<file path="src/rtl/uv_dbg_arb_pkg.sv">
// Shared types and constants for the two-master debug port arbiter.
package uv_dbg_arb_pkg;

  typedef enum logic {
    ST_IDLE     = 1'b0,
    ST_WAIT_RSP = 1'b1
  } arb_state_e;

  localparam logic [1:0] DBG_EXCP_OK  = 2'b00;
  localparam logic [1:0] DBG_EXCP_TMO = 2'b11;

endpackage

</file>
<file path="src/rtl/uv_dbg_rr2.sv">
// Two-way round-robin pick: a lone requester wins, a tie goes to prio.
module uv_dbg_rr2 (
  input  logic [1:0] vld,
  input  logic       prio,
  output logic       gnt
);

  always_comb begin
    gnt = 1'b0;
    case (vld)
      2'b01:   gnt = 1'b0;
      2'b10:   gnt = 1'b1;
      2'b11:   gnt = prio;
      default: gnt = 1'b0;
    endcase
  end

endmodule

</file>
<file path="src/rtl/uv_dbg_arb.sv">
// Shares the single debug access port between m0 (JTAG DTM) and m1 (system-bus master),
// one transaction outstanding, with a synthesized error response on slave timeout.
module uv_dbg_arb
  import uv_dbg_arb_pkg::*;
#(
  parameter int ALEN    = 12,
  parameter int DLEN    = 32,
  parameter int MLEN    = DLEN / 8,
  parameter int TMO_CYC = 1024
) (
  input  logic            clk,
  input  logic            rst_n,
  input  logic            m0_req_vld,
  output logic            m0_req_rdy,
  input  logic            m0_req_read,
  input  logic [ALEN-1:0] m0_req_addr,
  input  logic [MLEN-1:0] m0_req_mask,
  input  logic [DLEN-1:0] m0_req_data,
  output logic            m0_rsp_vld,
  input  logic            m0_rsp_rdy,
  output logic [1:0]      m0_rsp_excp,
  output logic [DLEN-1:0] m0_rsp_data,
  input  logic            m1_req_vld,
  output logic            m1_req_rdy,
  input  logic            m1_req_read,
  input  logic [ALEN-1:0] m1_req_addr,
  input  logic [MLEN-1:0] m1_req_mask,
  input  logic [DLEN-1:0] m1_req_data,
  output logic            m1_rsp_vld,
  input  logic            m1_rsp_rdy,
  output logic [1:0]      m1_rsp_excp,
  output logic [DLEN-1:0] m1_rsp_data,
  output logic            dbg_req_vld,
  input  logic            dbg_req_rdy,
  output logic            dbg_req_read,
  output logic [ALEN-1:0] dbg_req_addr,
  output logic [MLEN-1:0] dbg_req_mask,
  output logic [DLEN-1:0] dbg_req_data,
  input  logic            dbg_rsp_vld,
  output logic            dbg_rsp_rdy,
  input  logic [1:0]      dbg_rsp_excp,
  input  logic [DLEN-1:0] dbg_rsp_data,
  output logic            arb_drop
);

  localparam int TW = $clog2(TMO_CYC);
  localparam logic [TW-1:0] TMO_LAST = TW'(TMO_CYC - 1);

  arb_state_e    state;
  logic          owner;
  logic          prio;
  logic [TW-1:0] tmo_cnt;
  logic          rsp_tmo;
  logic          drop_r;

  logic            gnt;
  logic            idle;
  logic            own_rsp_rdy;
  logic            rsp_vld_int;
  logic            req_hs;
  logic            rsp_hs;
  logic [1:0]      rsp_excp_int;
  logic [DLEN-1:0] rsp_data_int;

  uv_dbg_rr2 u_rr2 (
    .vld  ({m1_req_vld, m0_req_vld}),
    .prio (prio),
    .gnt  (gnt)
  );

  assign idle = (state == ST_IDLE);

  assign dbg_req_vld  = idle & (m0_req_vld | m1_req_vld);
  assign dbg_req_read = gnt ? m1_req_read : m0_req_read;
  assign dbg_req_addr = gnt ? m1_req_addr : m0_req_addr;
  assign dbg_req_mask = gnt ? m1_req_mask : m0_req_mask;
  assign dbg_req_data = gnt ? m1_req_data : m0_req_data;

  assign m0_req_rdy = idle & ~gnt & m0_req_vld & dbg_req_rdy;
  assign m1_req_rdy = idle &  gnt & m1_req_vld & dbg_req_rdy;
  assign req_hs     = dbg_req_vld & dbg_req_rdy;

  // Once the timeout response is raised the port is blocked so a late answer cannot alias it.
  assign own_rsp_rdy  = owner ? m1_rsp_rdy : m0_rsp_rdy;
  assign rsp_vld_int  = ~idle & (dbg_rsp_vld | rsp_tmo);
  assign rsp_excp_int = rsp_tmo ? DBG_EXCP_TMO : dbg_rsp_excp;
  assign rsp_data_int = rsp_tmo ? '0 : dbg_rsp_data;
  assign rsp_hs       = rsp_vld_int & own_rsp_rdy;
  assign dbg_rsp_rdy  = idle | (own_rsp_rdy & ~rsp_tmo);

  assign m0_rsp_vld  = rsp_vld_int & ~owner;
  assign m1_rsp_vld  = rsp_vld_int &  owner;
  assign m0_rsp_excp = m0_rsp_vld ? rsp_excp_int : DBG_EXCP_OK;
  assign m1_rsp_excp = m1_rsp_vld ? rsp_excp_int : DBG_EXCP_OK;
  assign m0_rsp_data = m0_rsp_vld ? rsp_data_int : '0;
  assign m1_rsp_data = m1_rsp_vld ? rsp_data_int : '0;

  assign arb_drop = drop_r;

  always_ff @(posedge clk or negedge rst_n) begin
    if (!rst_n) begin
      state   <= ST_IDLE;
      owner   <= 1'b0;
      prio    <= 1'b0;
      tmo_cnt <= '0;
      rsp_tmo <= 1'b0;
      drop_r  <= 1'b0;
    end else begin
      drop_r <= idle & dbg_rsp_vld;
      case (state)
        ST_IDLE: begin
          if (req_hs) begin
            state   <= ST_WAIT_RSP;
            owner   <= gnt;
            prio    <= ~gnt;
            tmo_cnt <= '0;
          end
        end
        ST_WAIT_RSP: begin
          if (rsp_hs) begin
            state   <= ST_IDLE;
            rsp_tmo <= 1'b0;
          end else if (!rsp_tmo && !dbg_rsp_vld) begin
            // A pending port response freezes the count, so it always beats the timeout.
            if (tmo_cnt == TMO_LAST) rsp_tmo <= 1'b1;
            else                     tmo_cnt <= tmo_cnt + 1'b1;
          end
        end
      endcase
    end
  end

endmodule
</file>
<file path="config.mk">
export PLATFORM = sky130hd
export DESIGN_NAME = uv_dbg_arb
export DESIGN_NICKNAME = d
export VERILOG_FILES = /design/src/rtl/uv_dbg_arb_pkg.sv /design/src/rtl/uv_dbg_rr2.sv /design/src/rtl/uv_dbg_arb.sv
export SDC_FILE = /design/constraint.sdc
export NUM_CORES = 1
export LEC_CHECK = 0
export ABC_AREA = 1
export BUFFER_PORTS_ARGS = -buffer_cell sky130_fd_sc_hd__buf_2
export CAP_MARGIN = 20
export CORE_AREA = 2 2 102 104
export DETAILED_ROUTE_END_ITERATION = 7
export DIE_AREA = 0 0 104 106
export PLACE_DENSITY_LB_ADDON = 0.12
export REMOVE_ABC_BUFFERS = 1
export SLEW_MARGIN = 10
export SYNTH_ARGS = -nofsm -noshare
export SYNTH_HDL_FRONTEND = slang
export SYNTH_HIERARCHICAL = 1
export SYNTH_SLANG_ARGS = --single-unit
</file>
<file path="constraint.sdc">
create_clock -name clk -period 1.9 [get_ports clk]
set_input_delay 0.38 -clock clk [delete_from_list [all_inputs] [get_ports clk]]
set_output_delay 0.38 -clock clk [all_outputs]
set_load 0.005 [all_outputs]
</file>
==> results of run 1 <==
[through the flow]
step | instances | setup WS (ns)
finish | 799 | 0.01715
global route | 799 | -0.08659
CTS | 795 | -0.0003564
detailed placement | 791 | -0.1481
global placement | 791 | -0.05570
floorplan | 378 | -1.467
[state kept, by name, summed over array words and instances, names as in the netlist]
| register | flops |
|---|---|
| prio | 1 |
| arb_drop | 1 |
| owner | 1 |
| tmo_cnt | 10 |
| rsp_tmo | 1 |
| state | 1 |
[cells by family (layout without fill, tap and decap cells)]
family | count (synthesis) | after routing
muxes | 1 | 1
buffers and inverters | 78 | 337
xor gates and xnor gates | 3 | 3
AOI/OAI and AO/OA | 14 | 14
DFF | 15 | 15
and+or+nand+nor | 291 | 291
adders and majority gates | 1 | 1
other | 0 | 1
[worst paths after layout]
check | startpoint | end | slack (ns) | cells past startpoint
worst max-delay path | rsp_tmo | m0_rsp_excp[0] | 0.02 | 4
worst min-delay path | rst_n | tmo_cnt[1] | 0.03 | 1
worst max register to register | tmo_cnt[0] | tmo_cnt[5] | 0.36 | 9
worst min register to register | tmo_cnt[1] | tmo_cnt[1] | 0.51 | 2
max in group asynchronous | rst_n | rsp_tmo | 1.59 | 1
min in group clk | dbg_rsp_vld | arb_drop | 0.38 | 3
[metal layers]
| layer | part of all wire | wire length [um] |
|---|---|---|
| met1 | 0.39 | 3974 |
| met3 | 0.078 | 803 |
| met5 | 0 | 0 |
| met4 | 0.010 | 102 |
| met2 | 0.52 | 5356 |
[cell usage in the layout (no fill, tap or decap), types with 2 or more instances in the layout]
cell type | Yosys | layout
sky130_fd_sc_hd__nor3_1 | 11 | 4
sky130_fd_sc_hd__inv_4 | 3 | 2
sky130_fd_sc_hd__buf_12 | 0 | 6
sky130_fd_sc_hd__buf_2 | 4 | 263
sky130_fd_sc_hd__dfrtp_1 | 15 | 14
sky130_fd_sc_hd__nor2_8 | 2 | 2
sky130_fd_sc_hd__nand2_1 | 187 | 186
sky130_fd_sc_hd__nor2_4 | 1 | 2
sky130_fd_sc_hd__xnor2_1 | 2 | 2
sky130_fd_sc_hd__inv_1 | 48 | 48
sky130_fd_sc_hd__o21ai_0 | 4 | 4
sky130_fd_sc_hd__a21oi_1 | 8 | 8
sky130_fd_sc_hd__nand2_4 | 2 | 3
sky130_fd_sc_hd__clkbuf_16 | 0 | 3
sky130_fd_sc_hd__buf_4 | 1 | 8
sky130_fd_sc_hd__nor3_2 | 56 | 63
sky130_fd_sc_hd__clkbuf_8 | 0 | 3
sky130_fd_sc_hd__nand3_1 | 14 | 13
sky130_fd_sc_hd__nor2_1 | 15 | 14
[power by group through the flow]
| stage | clock [uW] | sequential [uW] | combinational, uW |
|---|---|---|---|
| after floorplan | 0 | 454 | 898 |
| after global placement | 0 | 430 | 1860 |
| after detailed placement | 0 | 431 | 1850 |
| after CTS | 274 | 425 | 1860 |
| after global routing | 296 | 436 | 2150 |
| final | 266 | 427 | 1920 |
[layout make-up]
type,instances,area (sq um),share of cell area
multi-input cells,310,1717,0.4191
inverters,53,214.0,0.05223
repair buffers,280,1572,0.3836
clock buffers,4,45.04,0.01100
well taps,136,170.2,0.04154
flip-flops and latches,15,376.6,0.09194
diodes,1,2.502,0.0006109
[worst max-delay path, cell delays in order (launching register included)]
cell and delay (ns):
sky130_fd_sc_hd__dfrtp_2 0.41, sky130_fd_sc_hd__buf_12 0.35, sky130_fd_sc_hd__inv_1 0.19, sky130_fd_sc_hd__a21oi_1 0.17, sky130_fd_sc_hd__buf_2 0.13
[repair_timing]
action	CTS	global route
resized for setup	7	12
cloned	0	3
hold endpoints to repair	0	0
hold buffers	0	0
pin swaps	0	2
endpoints found under the setup margin	69	111
setup buffers	0	0
==> run summary, run 1 <==
The distinct cell type count of the synthesized netlist came out at 29. The endpoint type of the worst setup path is a primary output. The final routed wirelength across all metal layers came out at 10.24 mm. The met1 usage in global routing came out at 0.1832.

The ratio of final minimum period to clock period came out at 0.9910. The initial antenna violation count is 1. The setup TNS after final layout is 0 ns. The number of top-level pins came out at 264. Along the worst path, the maximum fanout reaches 67. The final count of negative-setup-slack endpoints came out at 0. The count of flip-flops with a built-in enable after synthesis came out at 0. Dividing the detail-routed via count by the number of cells gives 4.304. Summed over all instances, the cell type with the most area after synthesis is sky130_fd_sc_hd__nand2_1. The maximum resistive drop on vdd is 0.2475 mV. The site row count came out at 37.

The largest net degree at the start of global routing is 68. The worst-case clock buffer depth came out at 2. The share of total power dissipated in the clock network is 0.102. The detailed router placed 3439 vias in this run. The internal power consumption is 1372 uW. The area share of the leading cell type in the synthesized netlist is 0.2936. The number of H-tree branching levels is 1. The share of post-route cells with drive strength above 1 came out at 0.5483. The worst-case hold slack is 0.02702 ns.

The global routing usage on met2 is 0.3130. The core region is 0.01000 sq mm. The number of clock sinks seen by CTS came out at 15. The combinational fraction of design power came out at 0.735. In the routed design, unresolved DRC markers number 0. The first-iteration detailed-routing DRC count came out at 198. After synthesis, the largest family of logic cells by area is simple AND/OR/NAND/NOR gates. In the post-synthesis netlist, the biggest area contributors are sky130_fd_sc_hd__nand2_1 29%, sky130_fd_sc_hd__nor3_2 23%, sky130_fd_sc_hd__dfrtp_1 16%.

The horizontal die dimension came out at 104 um. The clock latency on the worst-skew pair is 0.25 ns. The post-layout net count came out at 804. The worst slew margin relative to its limit is 0.7280. The layout filler cell count is 1119.

The post-placement cell area is 0.003899 sq mm. Once detail routing completed, the nets flagged for antenna violations numbered 0. The max-slew violation count is 0.

The power density over the cells is 638.6 mW/mm^2. At the worst endpoint, the required time is 1.52 ns. The vertical die dimension is 106 um.

The total leakage power came out at 0.002669 uW. TritonCTS built the clock tree. Summing all non-filler instances in the final layout gives an area of 0.004096 sq mm.

The met3 usage is 0.03801. Summed over all nets, the switching power comes to 1244 uW. The worst-margin pin slew came out at 0.4080 ns. The count of input and output buffers is 263. The setup skew after layout came out at 0.002536 ns. The total of warnings raised by yosys came out at 6.

Of the post-synthesis cell area, the part taken by muxes is 0.004186. The worst setup path is of the reg -> out kind. Setup repair after global routing could not meet its margin everywhere.

The overall power after layout is 2616 uW. The routed design could run at a clock period as short as 1.883 ns. STA classifies the critical path startpoint as a register. Of the total synthesized cell area, the portion taken by XOR and XNOR cells is 0.01099. Routability-driven placement finished with a final weighted congestion of 0.8267. The data arrival time at the worst-slack endpoint is 1.50 ns. The synthesized-area fraction occupied by and/or/nand/nor cells is 0.6426. Synthesis produced a netlist whose cell count is 403. The switching power share of the total is 0.4756. The library cell with the highest instance count after synthesis is sky130_fd_sc_hd__nand2_1. The count of TritonRoute iterations in the first routing pass is 6. The initial utilization of the core area, before any placement, comes to 0.2391. The via count of the first global-routing pass is 3169. The die area is 0.01102 sq mm. The path class of the tightest hold or removal check is in -> async.

The share of synthesized cell area in full adder, half adder and majority cells came out at 0.005233. The half-perimeter wire length of the detailed placement result came out at 8.107 mm. For this run, the leading register cell type out of synthesis is sky130_fd_sc_hd__dfrtp_1. Across every metal layer, demand over resource in global routing totals 0.1637.

The run finished with clean final reports. Static timing analysis puts the maximum clock frequency at 531.1 MHz. The post-synthesis to final-layout area growth is 71.32%. Summed over all layers, the global routing overflow is 0. The average detailed-routed wire length per instance came out at 12.81 um. By count the netlist is led by 187 x sky130_fd_sc_hd__nand2_1, 56 x sky130_fd_sc_hd__nor3_2, 48 x sky130_fd_sc_hd__inv_1. The clock transition at the register clock pins on the worst setup and hold paths after CTS is 0.06 ns. The post-route core utilization is 0.4097. The synthesized area is 0.002391 sq mm.

Buffers inserted during clock tree synthesis total 3. The global-route wire length before repair came out at 15.02 mm. The tree is rooted in a sky130_fd_sc_hd__clkbuf_8. Of the synthesized area, sequential elements account for 0.1570.

The mean instance size in the synthesized netlist came out at 5.933 sq um. Synthesis inferred 15 register bits. The hold violation count in the final report was 0. The layer flagged by global routing as most heavily used is met2. The compound-gate portion of the synthesized area came out at 0.03192.

The part of the total power dissipated in sequential elements came out at 0.163. The tool flagged a number of max-cap violations equal to 0. The post-synthesis async set-or-reset flop share is 1.000.
Note: power is estimated with default switching activity, not from simulation.
==> inputs of run 2 (changes only) <==
Settings changed: PLACE_DENSITY set to 0.64, PLACE_DENSITY_LB_ADDON 0.12 to unset.
==> run summary, run 2 (synthesis gave the netlist of run 1 again) <==
The run finished with clean final reports. Across the run, the number of max-cap violations was 0. The number of H-tree branching levels came out at 1. The final count of negative-setup-slack endpoints came out at 0. Leaving out fill and tap cells, the most frequent cell in the layout is sky130_fd_sc_hd__buf_2.

The remaining antenna violation count after routing came out at 0. The register with the most flip-flops in the layout has 10 of them. The final weighted congestion in routability-driven placement came out at 0.8090.

For this run the aggregate overflow at the end of global routing stands at 0. The average via count per standard cell came out at 4.203. The initial antenna violation count came to 1. The half-perimeter wire length of the detailed placement result is 8.170 mm. The vertical die dimension came out at 106 um. The number of buffers created by CTS is 3. The global-route wire length before repair came out at 15.55 mm. For this design, the CTS-stage hold fixing added 0 buffers. The die area is 0.01102 sq mm. VDD sags by at most 0.3300 mV.

The setup skew after layout is 0.002825 ns. Ranked by flip-flop count, first place goes to tmo_cnt. The worst setup path is of the reg -> out kind. The critical path starts at rsp_tmo.

The worst-margin pin slew is 0.3503 ns. The worst-case clock buffer depth came out at 2. The horizontal die dimension is 104 um. The register-to-register setup slack came out at 0.29 ns. The final routed wirelength across all metal layers came out at 10.31 mm. The clock transition at the register clock pins on the worst setup and hold paths after CTS came out at 0.06 ns.

The routed layout has 3396 vias. The site row count is 37. STA classifies the critical path startpoint as a register.

The average detailed-routed wire length per instance came out at 12.76 um. Traced cell by cell, the critical path runs through buf_4 -> bufbuf_16 -> nor3_2 -> buf_2. Setup repair after global routing could not meet its margin everywhere.

Summing all placed instances gives a cell area of 0.003909 sq mm. The max-slew violation count is 0. Clock tree synthesis selected as its root buffer the cell sky130_fd_sc_hd__clkbuf_8. The worst setup path is captured at a primary output. Including well taps, the total number of placed cells is 794. The largest stage delay on the critical path came out at 0.42 ns.

Once layout is done, the placed cells without fillers occupy 0.004195 sq mm. The via count of the first global-routing pass is 3149. The worst slew margin relative to its limit came out at 0.7664. The launching point of the worst reg2reg path is rsp_tmo. The slowest stage of the critical path is the sky130_fd_sc_hd__dfrtp_2 cell. The count of input and output buffers came out at 263. The non-filler instance count after layout came out at 808. The power density over the cells is 640.1 mW/mm^2.

The share of post-route cells with drive strength above 1 is 0.5544. The shortest period the worst path allows is 1.881 ns. The number of top-level pins came out at 264. The total routing usage reported by global routing came out at 0.1713. In this run the worst setup path terminates at m1_rsp_data[23]. For the worst setup path, the data required time is 1.52 ns. The starting density of the core is 0.2391. The clock latency on the worst-skew pair is 0.26 ns. The post-layout net count came out at 813. The count of TritonRoute iterations in the first routing pass is 4. The final routed DRC violation total is 0. After filler insertion, the fill cell instance count of the layout stands at 1068. Of the available clock period, the critical path in the final layout requires 0.9902. The TritonCTS clock tree is built. The critical register-to-register path endpoint is tmo_cnt[1]. The highest achievable clock rate came out at 531.5 MHz.

The post-synthesis to final-layout area growth is 75.46%. The path depth of the worst reg2reg path came out at 6. In this run the standard cell core region covers 0.01000 sq mm. The number of clock sinks seen by CTS came out at 15. The total leakage power came out at 0.002701 uW. In the final timing run, aggregate negative setup slack is 0 ns.

The first-iteration detailed-routing DRC count came out at 146. The library cells used most frequently in the layout, excluding fill and tap cells, are 263 x sky130_fd_sc_hd__buf_2, 186 x sky130_fd_sc_hd__nand2_1, 57 x sky130_fd_sc_hd__nor3_2, 48 x sky130_fd_sc_hd__inv_1, 18 x sky130_fd_sc_hd__buf_4. The peak fanout along the critical path came out at 33. The largest net degree at the start of global routing is 49. The class of the tightest hold or removal check is in -> async. The hold violation count in the final report is 0. The data arrival time at the worst-slack endpoint came out at 1.50 ns.
-- run 2: cell count changes in the layout (fill, tap and decap cells not counted), sizes merged --
cell    previous run  this run
buf              277       286
clkbuf             7         6
bufbuf             0         1
-- run 2: critical path, delay by kind of cell (launching register included) --
kind	cells	cell delay (ns)
buf+inv	3	0.61
flops	1	0.42
simple gates	1	0.20
-- run 2: through the flow --
stage          total power [uW]  hold slack [ns]  worst slack (ns)  utilization
3_5_place_dp               2272           0.3132           -0.2436       0.3909
2_1_floorplan              1353          0.08441            -1.467            -
4_1_cts                    2609          0.03497          0.006457       0.4070
6_report                   2685          0.01994           0.01859       0.4195
5_1_grt                    2914          0.05846          -0.03075       0.4195
3_3_place_gp               2278           0.3109           -0.2233       0.3909
-- run 2: area by class of cell --
cell class	instances	area, sq um	share of cell area
repair buffers	289	1642	0.3913
well taps	136	170.2	0.04056
flip-flops and latches	15	376.6	0.08977
inverters	53	219.0	0.05219
multi-input cells	310	1740	0.4149
diodes	1	2.502	0.0005965
clock buffers	4	45.04	0.01074
-- run 2: power by group --
part,switching (uW),leakage [uW],internal (uW)
logic,1100,0.00248,893
clock network,126,0.0000228,149
registers,42.0,0.000200,380
-- run 2: repair_timing --
| item | CTS | global route |
|---|---|---|
| gates cloned | 1 | 2 |
| pin swaps | 2 | 2 |
| endpoints found under the setup margin | 117 | 103 |
| resized for setup | 12 | 14 |
| setup buffers | 5 | 1 |
-- run 2: how the worst min path moves through the flow --
stage	endpoint	cells after the start
after global routing	tmo_cnt[1]	1
after global placement	owner	1
after CTS	tmo_cnt[1]	1
after detailed placement	owner	1
after floorplan	arb_drop	0
final	owner	1
-- run 2: metal layers --
metal | vias up | part of all wire | track usage
li1 | 1778 | - | -
met1 | 1437 | 0.38 | 0.1878
met2 | 172 | 0.52 | 0.3360
met3 | 9 | 0.085 | 0.03924
met4 | 0 | 0.015 | 0.03282
met5 | - | 0 | 0
